**config.mk**
```make
export PLATFORM = sky130hd
export DESIGN_NAME = wb_spi_multi_flat
export DESIGN_NICKNAME = d
export VERILOG_FILES = /design/src/rtl/wb_spi_multi_if.sv /design/src/rtl/wb_spi_multi.sv /design/src/flat_wrapper.sv
export SDC_FILE = /design/constraint.sdc
export NUM_CORES = 1
export LEC_CHECK = 0
export CAP_MARGIN = 15
export CORE_ASPECT_RATIO = 1.2
export CORE_MARGIN = 4
export CORE_UTILIZATION = 50
export CTS_CLUSTER_DIAMETER = 50
export DETAILED_ROUTE_END_ITERATION = 10
export HOLD_SLACK_MARGIN = 0.05
export PLACE_DENSITY = 0.72
export SLEW_MARGIN = 15
export SYNTH_ARGS = -nofsm -noshare
export SYNTH_HDL_FRONTEND = slang
export SYNTH_SLANG_ARGS = --single-unit
```
**constraint.sdc**
```tcl
create_clock -name clk -period 2.6 [get_ports clk]
set_input_delay 0.26 -clock clk [delete_from_list [all_inputs] [get_ports clk]]
set_output_delay 0.26 -clock clk [all_outputs]
set_load 0.02 [all_outputs]
```
**src/rtl/wb_spi_multi_if.sv**
```systemverilog
// wb_spi_multi_if: Wishbone classic slave bus bundle for the SPI master
interface wb_spi_multi_if;
    logic [31:0] wb_adr_i;
    logic [31:0] wb_dat_i;
    logic [31:0] wb_dat_o;
    logic [3:0]  wb_sel_i;
    logic        wb_cyc_i;
    logic        wb_stb_i;
    logic        wb_we_i;
    logic        wb_ack_o;
    modport master (
        output wb_adr_i, wb_dat_i, wb_sel_i, wb_cyc_i, wb_stb_i, wb_we_i,
        input  wb_dat_o, wb_ack_o
    );
    modport slave (
        input  wb_adr_i, wb_dat_i, wb_sel_i, wb_cyc_i, wb_stb_i, wb_we_i,
        output wb_dat_o, wb_ack_o
    );
endinterface

```
**src/rtl/wb_spi_multi.sv**
```systemverilog
// wb_spi_multi: Wishbone-controlled SPI master with software chip selects and all four modes
module wb_spi_multi #(
    parameter int NUM_CS  = 3,
    parameter int DATA_W  = 32,
    parameter int DIV_W   = 16,
    parameter int DIV_RST = 49
) (
    input  logic              clk,
    input  logic              reset,
    wb_spi_multi_if.slave     wb,
    output logic              spi_sck,
    output logic              spi_mosi,
    input  logic              spi_miso,
    output logic [NUM_CS-1:0] cs_n,
    output logic              intr
);
    typedef enum logic [1:0] {IDLE, SHIFT, FINISH} state_e;
    state_e            state_q, state_d;
    logic [8:0]        ctrl_q, ctrl_d;
    logic [DIV_W-1:0]  div_q, div_d, dvs_q, dvs_d, dv_q, dv_d;
    logic [NUM_CS-1:0] cs_q, cs_d;
    logic [DATA_W-1:0] rx_q, rx_d, sh_q, sh_d, rs_q, rs_d;
    logic [4:0]        cnt_q, cnt_d, len_q, len_d, len_eff;
    logic              sck_q, sck_d, cpol_q, cpol_d, cpha_q, cpha_d, lsb_q, lsb_d;
    logic              done_q, done_d, ovr_q, ovr_d, ack_q, ack_d;
    logic [31:0]       dat_q, dat_d, rdata;
    logic              acc, wr, rd, tx_wr, tick, lead, samp;
    logic [2:0]        sel;
    logic              unused_ok;

    assign unused_ok = ^{wb.wb_sel_i, wb.wb_adr_i[31:5], wb.wb_adr_i[1:0]};

    always_comb begin
        acc     = wb.wb_cyc_i & wb.wb_stb_i & ~ack_q;
        wr      = acc & wb.wb_we_i;
        rd      = acc & ~wb.wb_we_i;
        sel     = wb.wb_adr_i[4:2];
        tx_wr   = wr && sel == 3'd3;
        len_eff = (32'(ctrl_q[7:3]) >= 32'(DATA_W)) ? 5'(DATA_W - 1) : ctrl_q[7:3];
        rdata   = sel == 3'd0 ? 32'(ctrl_q) :
                  sel == 3'd1 ? 32'(div_q) :
                  sel == 3'd2 ? 32'(cs_q) :
                  sel == 3'd4 ? 32'(rx_q) :
                  sel == 3'd5 ? {29'd0, ovr_q, done_q, state_q != IDLE} : 32'd0;
        tick    = dv_q == dvs_q;
        lead    = sck_q == cpol_q;
        samp    = lead ^ cpha_q;
        ack_d   = acc;
        dat_d   = rd ? rdata : 32'd0;
        ctrl_d  = (wr && sel == 3'd0) ? wb.wb_dat_i[8:0] : ctrl_q;
        div_d   = (wr && sel == 3'd1) ? wb.wb_dat_i[DIV_W-1:0] : div_q;
        cs_d    = (wr && sel == 3'd2) ? wb.wb_dat_i[NUM_CS-1:0] : cs_q;
        done_d  = ((wr && sel == 3'd5 && wb.wb_dat_i[1]) || (rd && sel == 3'd4)) ? 1'b0 : done_q;
        ovr_d   = (wr && sel == 3'd5 && wb.wb_dat_i[2]) ? 1'b0 :
                  (tx_wr && state_q != IDLE) ? 1'b1 : ovr_q;
        state_d = state_q;
        rx_d    = rx_q;
        sh_d    = sh_q;
        rs_d    = rs_q;
        cnt_d   = cnt_q;
        len_d   = len_q;
        dv_d    = dv_q;
        dvs_d   = dvs_q;
        sck_d   = sck_q;
        cpol_d  = cpol_q;
        cpha_d  = cpha_q;
        lsb_d   = lsb_q;
        unique case (state_q)
            IDLE: if (tx_wr) begin
                sh_d    = wb.wb_dat_i[DATA_W-1:0];
                rs_d    = '0;
                cnt_d   = len_eff;
                len_d   = len_eff;
                dv_d    = '0;
                dvs_d   = div_q;
                sck_d   = ctrl_q[1];
                cpol_d  = ctrl_q[1];
                cpha_d  = ctrl_q[0];
                lsb_d   = ctrl_q[2];
                state_d = SHIFT;
            end
            SHIFT: if (tick) begin
                dv_d  = '0;
                sck_d = ~sck_q;
                if (samp)
                    rs_d = lsb_q ? ((rs_q >> 1) | (DATA_W'(spi_miso) << len_q))
                                 : {rs_q[DATA_W-2:0], spi_miso};
                // CPHA=1 presents the first bit from load, so its first leading edge must not advance
                if (!samp && !(cpha_q && cnt_q == len_q))
                    sh_d = lsb_q ? sh_q >> 1 : sh_q << 1;
                if (!lead && cnt_q == 5'd0)
                    state_d = FINISH;
                else if (!lead)
                    cnt_d = cnt_q - 1'b1;
            end else begin
                dv_d = dv_q + 1'b1;
            end
            FINISH: begin
                rx_d    = rs_q;
                done_d  = 1'b1;
                state_d = IDLE;
            end
            default: state_d = IDLE;
        endcase
    end

    always_ff @(posedge clk) begin
        if (reset) begin
            state_q <= IDLE;
            ctrl_q  <= '0;
            div_q   <= DIV_W'(DIV_RST);
            cs_q    <= '0;
            rx_q    <= '0;
            sh_q    <= '0;
            rs_q    <= '0;
            cnt_q   <= '0;
            len_q   <= '0;
            dv_q    <= '0;
            dvs_q   <= '0;
            sck_q   <= 1'b0;
            cpol_q  <= 1'b0;
            cpha_q  <= 1'b0;
            lsb_q   <= 1'b0;
            done_q  <= 1'b0;
            ovr_q   <= 1'b0;
            ack_q   <= 1'b0;
            dat_q   <= '0;
        end else begin
            state_q <= state_d;
            ctrl_q  <= ctrl_d;
            div_q   <= div_d;
            cs_q    <= cs_d;
            rx_q    <= rx_d;
            sh_q    <= sh_d;
            rs_q    <= rs_d;
            cnt_q   <= cnt_d;
            len_q   <= len_d;
            dv_q    <= dv_d;
            dvs_q   <= dvs_d;
            sck_q   <= sck_d;
            cpol_q  <= cpol_d;
            cpha_q  <= cpha_d;
            lsb_q   <= lsb_d;
            done_q  <= done_d;
            ovr_q   <= ovr_d;
            ack_q   <= ack_d;
            dat_q   <= dat_d;
        end
    end

    assign wb.wb_ack_o = ack_q;
    assign wb.wb_dat_o = dat_q;
    assign spi_sck     = state_q == SHIFT ? sck_q : ctrl_q[1];
    assign spi_mosi    = state_q == SHIFT ? (lsb_q ? sh_q[0] : sh_q[len_q]) : 1'b0;
    assign cs_n        = ~cs_q;
    assign intr        = done_q & ctrl_q[8];
endmodule
```
**src/flat_wrapper.sv**
```systemverilog
// flat-port wrapper written by rule: the top's interface ports become plain ports
module wb_spi_multi_flat 
#(
    parameter int NUM_CS  = 3,
    parameter int DATA_W  = 32,
    parameter int DIV_W   = 16,
    parameter int DIV_RST = 49
)
  (clk, reset, spi_sck, spi_mosi, spi_miso, cs_n, intr, wb_wb_adr_i, wb_wb_dat_i, wb_wb_sel_i, wb_wb_cyc_i, wb_wb_stb_i, wb_wb_we_i, wb_wb_dat_o, wb_wb_ack_o);
  wb_spi_multi_if wb_i ();
  input  logic clk;
  input  logic reset;
  output logic spi_sck;
  output logic spi_mosi;
  input  logic spi_miso;
  output logic [NUM_CS-1:0] cs_n;
  output logic intr;
  input wire logic [$bits(wb_i.wb_adr_i)-1:0] wb_wb_adr_i;
  input wire logic [$bits(wb_i.wb_dat_i)-1:0] wb_wb_dat_i;
  input wire logic [$bits(wb_i.wb_sel_i)-1:0] wb_wb_sel_i;
  input wire logic [$bits(wb_i.wb_cyc_i)-1:0] wb_wb_cyc_i;
  input wire logic [$bits(wb_i.wb_stb_i)-1:0] wb_wb_stb_i;
  input wire logic [$bits(wb_i.wb_we_i)-1:0] wb_wb_we_i;
  output wire logic [$bits(wb_i.wb_dat_o)-1:0] wb_wb_dat_o;
  output wire logic [$bits(wb_i.wb_ack_o)-1:0] wb_wb_ack_o;
  assign wb_i.wb_adr_i = wb_wb_adr_i;
  assign wb_i.wb_dat_i = wb_wb_dat_i;
  assign wb_i.wb_sel_i = wb_wb_sel_i;
  assign wb_i.wb_cyc_i = wb_wb_cyc_i;
  assign wb_i.wb_stb_i = wb_wb_stb_i;
  assign wb_i.wb_we_i = wb_wb_we_i;
  assign wb_wb_dat_o = wb_i.wb_dat_o;
  assign wb_wb_ack_o = wb_i.wb_ack_o;
  wb_spi_multi #(.NUM_CS(NUM_CS), .DATA_W(DATA_W), .DIV_W(DIV_W), .DIV_RST(DIV_RST)) u_core (.clk(clk), .reset(reset), .wb(wb_i), .spi_sck(spi_sck), .spi_mosi(spi_mosi), .spi_miso(spi_miso), .cs_n(cs_n), .intr(intr));
endmodule
```
-- Word-level counts from Yosys, hierarchy flattened
Cells that the tools add are included.
- input bits: 74
- output and inout port bits: 39
- bits in registers: 207
- $lt $le $gt $ge: 1
- bitwise gates (word level): 12
- $add $sub $neg: 2
- shift-type cells: 1
- equal/unequal tests: 17
- reduce and logical (&&, ||, !) cells: 33
- multiplexer cells: 37
- operators with widths (operator ; number):
    $mux 32 ; 9
    $pmux 32 s2 ; 2
    $mux 16 ; 4
    $or 31x32->32 ; 1
    $pmux 16 s2 ; 1
    $shl 1x5->32 ; 1
    $mux 5 ; 4
    $add 16x1->16 const B ; 1
    $eq 16x16->1 ; 1
    $logic_and 1x1->1 ; 12
    $ne 2x1->1 const B ; 5
    $pmux 5 s2 ; 1
    $mux 9 ; 1
    $mux 1 ; 8
    $reduce_and 4->1 ; 2
    $eq 3x2->1 const B ; 2
    $eq 3x3->1 const B ; 2
    $lt 5x6->1 const B ; 1
    $mux 2 ; 3
    $reduce_and 3->1 ; 2
    $reduce_bool 2->1 ; 3
    $and 1x1->1 ; 5
    $bmux 1 s5 ; 1
    $eq 5x5->1 ; 1
    22 further kinds ; 30

-- Depth between registers and ports, before layout
- depth in word-level cells: 8
- depth in mapped cells: 9
- mapped depth without buffers: 7

-- Worst setup path after synthesis
Ideal clock, no wire load.
- kind: register to output
- start point: reg u_core.lsb_q
- end point: out spi_mosi
- slack: 186 ps
- stages on the path, launching flop included: 6
- arrival time: 2154 ps
- data required time: 2340 ps
- path buffers: 3
- cell sequence: dfxtp_1 > buf_2 > clkbuf_1 > clkbuf_1 > a2111oi_0 > a2111oi_0
- word-level cells in the longest chain between the ends: 2
- RTL lines (item ; RTL line ; RTL):
    from (decl) ; wb_spi_multi.sv:24 ; logic sck_q, sck_d, cpol_q, cpol_d, cpha_q, cpha_d, lsb_q, lsb_d;
    from (signal assigned) ; wb_spi_multi.sv:143 ; lsb_q <= lsb_d;
    $mux 1 (2 in series) ; wb_spi_multi.sv:154 ; assign spi_mosi = state_q == SHIFT ? (lsb_q ? sh_q[0] : sh_q[len_q]) : 1'b0;
    to (decl) ; flat_wrapper.sv:14 ; output logic spi_mosi;
Every way passes these cells.

-- Worst setup path after layout
- start point: reg u_core.len_q[0]
- end point: out spi_mosi
- word-level cells in the longest chain between the ends: 4
- RTL lines (item ; RTL line ; RTL):
    from (decl) ; wb_spi_multi.sv:23 ; logic [4:0] cnt_q, cnt_d, len_q, len_d, len_eff;
    from (signal assigned) ; wb_spi_multi.sv:137 ; len_q <= len_d;
    $bmux 1 s5 ; wb_spi_multi.sv:154 ;
    $mux 1 (implied by the code) ; wb_spi_multi.sv:154 ;
    $mux 1 (2 in series) ; wb_spi_multi.sv:154 ;
Every way passes these cells. The select of a mux whose other input is x is not followed.

==> impl_metrics.csv <==
group,metric,value,unit
setup_path,critPathMaxFanout,6,
detailed_routing,drt-met1-wl,12400,um
synthesis,synth_xor_xnor_area_share,2.06,%
setup_path,critPathRequiredTime,2.34,ns
synthesis,synth_top_area_share,38.9,%
setup_path,cp-start-kind,"register",
timing,hold_viol,0,
cts,cts_tree,"done",
job,cap_violations,0,
timing,fin_crit_sh,99.9,%
synthesis,yosys_register_bits,207,
synthesis,netlist_top_cells_area,"dfxtp_1, mux2i_1, nand2_1",
detailed_routing,wl_per_cell,18.2,um
detailed_routing,drc,0,
detailed_routing,drtPass1Iterations,6,
synthesis,synth_compound_area_share,15.4,%
detailed_routing,top_layer,"met4",
detailed_routing,drt-vias-per-instance,6.00,
global_route,grt_pass1_vias,9413,
global_route,grt_pass1_wl,48400,um
synthesis,yosysSeqAreaShare,38.9,%
cts,clockRootBuffer,"clkbuf_16",
floorplan,core,21000,um2
synthesis,async_flop_share,0,%
global_route,antenna_found_initial,0,
cts,cts_inserted_buffers,25,
setup_path,ff2ff_path_depth,6,
global_route,track_usage,24.4,%
cells_and_area,fillers,1880,
floorplan,dieHeight,168,um
timing,period_needed,2.60,ns
synthesis,avgSynthCellArea,8.09,um2
timing,final_max_slew_viol_count,0,
power_and_ir_drop,p_per_area,597,nW/um2
setup_path,critPathArrivalTime,2.34,ns
synthesis,ys_warn_count,0,
cells_and_area,antenna_cells,0,
setup_path,r2r-start,"u_core.sck_q",
synthesis,synth_cell_types,65,
detailed_routing,met2_wirelength,14200,um
cts,cts_buffer_depth,3,
detailed_routing,dr_total_vias,9863,
floorplan,die_area,23700,um2
global_route,grt-ovfl-total,0,
timing,fin_skew,0.0132,ns
cells_and_area,fin_nets,1432,
synthesis,syn-cell-area,10700,um2
worst_hold_path,worstHoldPathCells,2,
power_and_ir_drop,p_leak,0.00479,uW
detailed_routing,drt_iter0_drc,795,
synthesis,synth_top_family_by_area,"simple AND/OR/NAND/NOR gates",
floorplan,floorplan.initialDensity,50.8,%
timing,holdWs,0.103,ns
synthesis,syn_nets,1392,
timing,setup_ws,0.00214,ns
synthesis,postSynthCellCount,1316,
cts,clk_latency,0.52,ns
cells_and_area,area_growth,18.5,%
timing,tightest_slew,0.868,ns
cts,cts.sinks,207,
cells_and_area,drive_gt1_share,11.5,%
synthesis,synthMuxAreaShare,13.2,%
synthesis,ys.flop_type,"dfxtp_1",
timing,setup_viol,0,
detailed_routing,wirelength,29900,um
setup_path,r2r_slack,0.42,ns
detailed_routing,dr_wl_met3,1930,um
setup_path,cp-end-kind,"output pin",
cts,cts_max_level,1,
placed_design,place.gp.congestion,0.884,
cells_and_area,final_util,60.2,%
floorplan,die_w,141,um
floorplan,rows,58,
placed_design,dpl.hpwl,20400,um
synthesis,yosysTopAreaCell,"dfxtp_1",
synthesis,synthTopCellsByCount,"nand2_1, dfxtp_1, a21oi_1",
timing,rsz0062_at_grt,"yes",
floorplan,num_io_pins,113,
placed_design,port_buffers,79,
cts,clk_pin_slew,0.06,ns
worst_hold_path,min_from,"reset",
worst_hold_path,hp-class,"in -> reg",
worst_hold_path,whs_endpoint,"u_core.len_q[3]",
power_and_ir_drop,ir_worst_vdd,560,uV
synthesis,synthSimpleGateAreaFrac,24.8,%
detailed_routing,ant_nets,0,
timing,slew_headroom,42.0,%
global_route,grt_max_degree,81,
timing,max_freq,0.385,GHz
synthesis,synth-edff-count,0,
synthesis,synth.most_common_cell,"nand2_1",
outcome,status,"finished clean",
placed_design,post-place-ws,-0.341,ns
setup_path,timing.rr.end,"u_core.sh_q[15]",
synthesis,synth_fa_ha_area_share,0.235,%
setup_path,critical_path_class,"reg -> out",
registers in the layout, summed over array words and instances, names as in the netlist:
register	cells
u_core.done_q	1
u_core.lsb_q	1
u_core.cpol_q	1
u_core.dv_q	16
u_core.cs_q	3
u_core.rs_q	32
u_core.len_q	5
u_core.sh_q	32
u_core.ovr_q	1
u_core.cpha_q	1
u_core.cnt_q	5
u_core.ctrl_q	9
u_core.rx_q	32
u_core.div_q	16
u_core.state_q	2
u_core.wb.wb_dat_o	32
u_core.wb.wb_ack_o	1
u_core.dvs_q	16
u_core.sck_q	1
timing repair:
item	4_1_cts	5_1_grt
hold buffers	0	0
hold endpoints to repair	0	0
setup buffers	1	0
pin swaps	3	0
gates resized for setup	19	0
setup endpoints to repair	1	1
area by class of cell:
class / count / area, um2 / share of cell area, %
sequential: 207 / 4150 / 32.9
clock buffer: 31 / 678 / 5.37
multi-input combinational: 976 / 5990 / 47.5
timing repair buffer: 129 / 1210 / 9.63
clock inverter: 15 / 184 / 1.46
inverter: 17 / 63.8 / 0.506
tap: 270 / 338 / 2.68
how the worst max path moves through the flow:
stage	startpoint	end	slack, ns	depth (start not counted)
final	u_core.len_q[0]	spi_mosi	0.002	7
after CTS	u_core.len_q[0]	spi_mosi	0.0009	7
after global placement	u_core.len_q[0]	spi_mosi	-0.36	6
after global routing	u_core.len_q[0]	spi_mosi	-0.15	7
after detailed placement	u_core.len_q[0]	spi_mosi	-0.34	8
after floorplan	u_core.lsb_q	spi_mosi	0.19	5
kinds of logic (layout without fill, tap and decap cells):
group	after synthesis	after routing
simple gates	544	544
compound gates	278	278
flops	207	207
buf+inv	133	192
mux	127	127
xor+xnor	25	25
fa+ha+maj	2	2
layer usage:
metal	vias to the layer above	GRT usage, %
met5	-	0
met4	0	11.4
met3	77	3.44
met2	372	40.7
met1	4657	31.2
li1	4757	-
worst max-delay path, stage by stage (launching register included):
cell	delay, ns
dfxtp_4	0.40
buf_6	0.13
mux4_2	0.49
mux2i_1	0.14
o21ai_1	0.08
a2111oi_2	0.27
a2111oi_2	0.11
buf_4	0.20
placed cells by master, fill, tap and decap left out, types with 13 or more instances in the layout:
cell type          n
a21oi_1          134
nand4_1           34
clkbuf_16         25
o21ai_0           50
nand3_1           43
clkdlybuf4s50_1   77
dfxtp_1          204
a31oi_1           13
and3_1            36
nand2_1          224
mux2_2            30
xor2_1            22
and2_1            19
buf_4             47
o211ai_1          32
nor2b_1           17
inv_1             17
nor3_1            37
mux2i_1           89
nor2_1            83
metrics by stage:
step	total power, uW	TNS, ns	std cells	cell area [um2]
final	7530	0	1645	12600
after global routing	7770	-0.152	1645	12600
after CTS	7560	0	1645	12600
after detailed placement	3980	-0.341	1599	11700
after global placement	3970	-0.358	1599	11700
after floorplan	3760	0	1316	10700
where the power goes:
| group | switching [uW] | internal [uW] | leakage (uW) | total, uW |
|---|---|---|---|---|
| clock | 1430 | 2170 | 0.000414 | 3600 |
| combinational | 326 | 269 | 0.00270 | 595 |
| sequential | 80.8 | 3250 | 0.00167 | 3330 |
No activity file was read; power rests on OpenSTA's default activity.
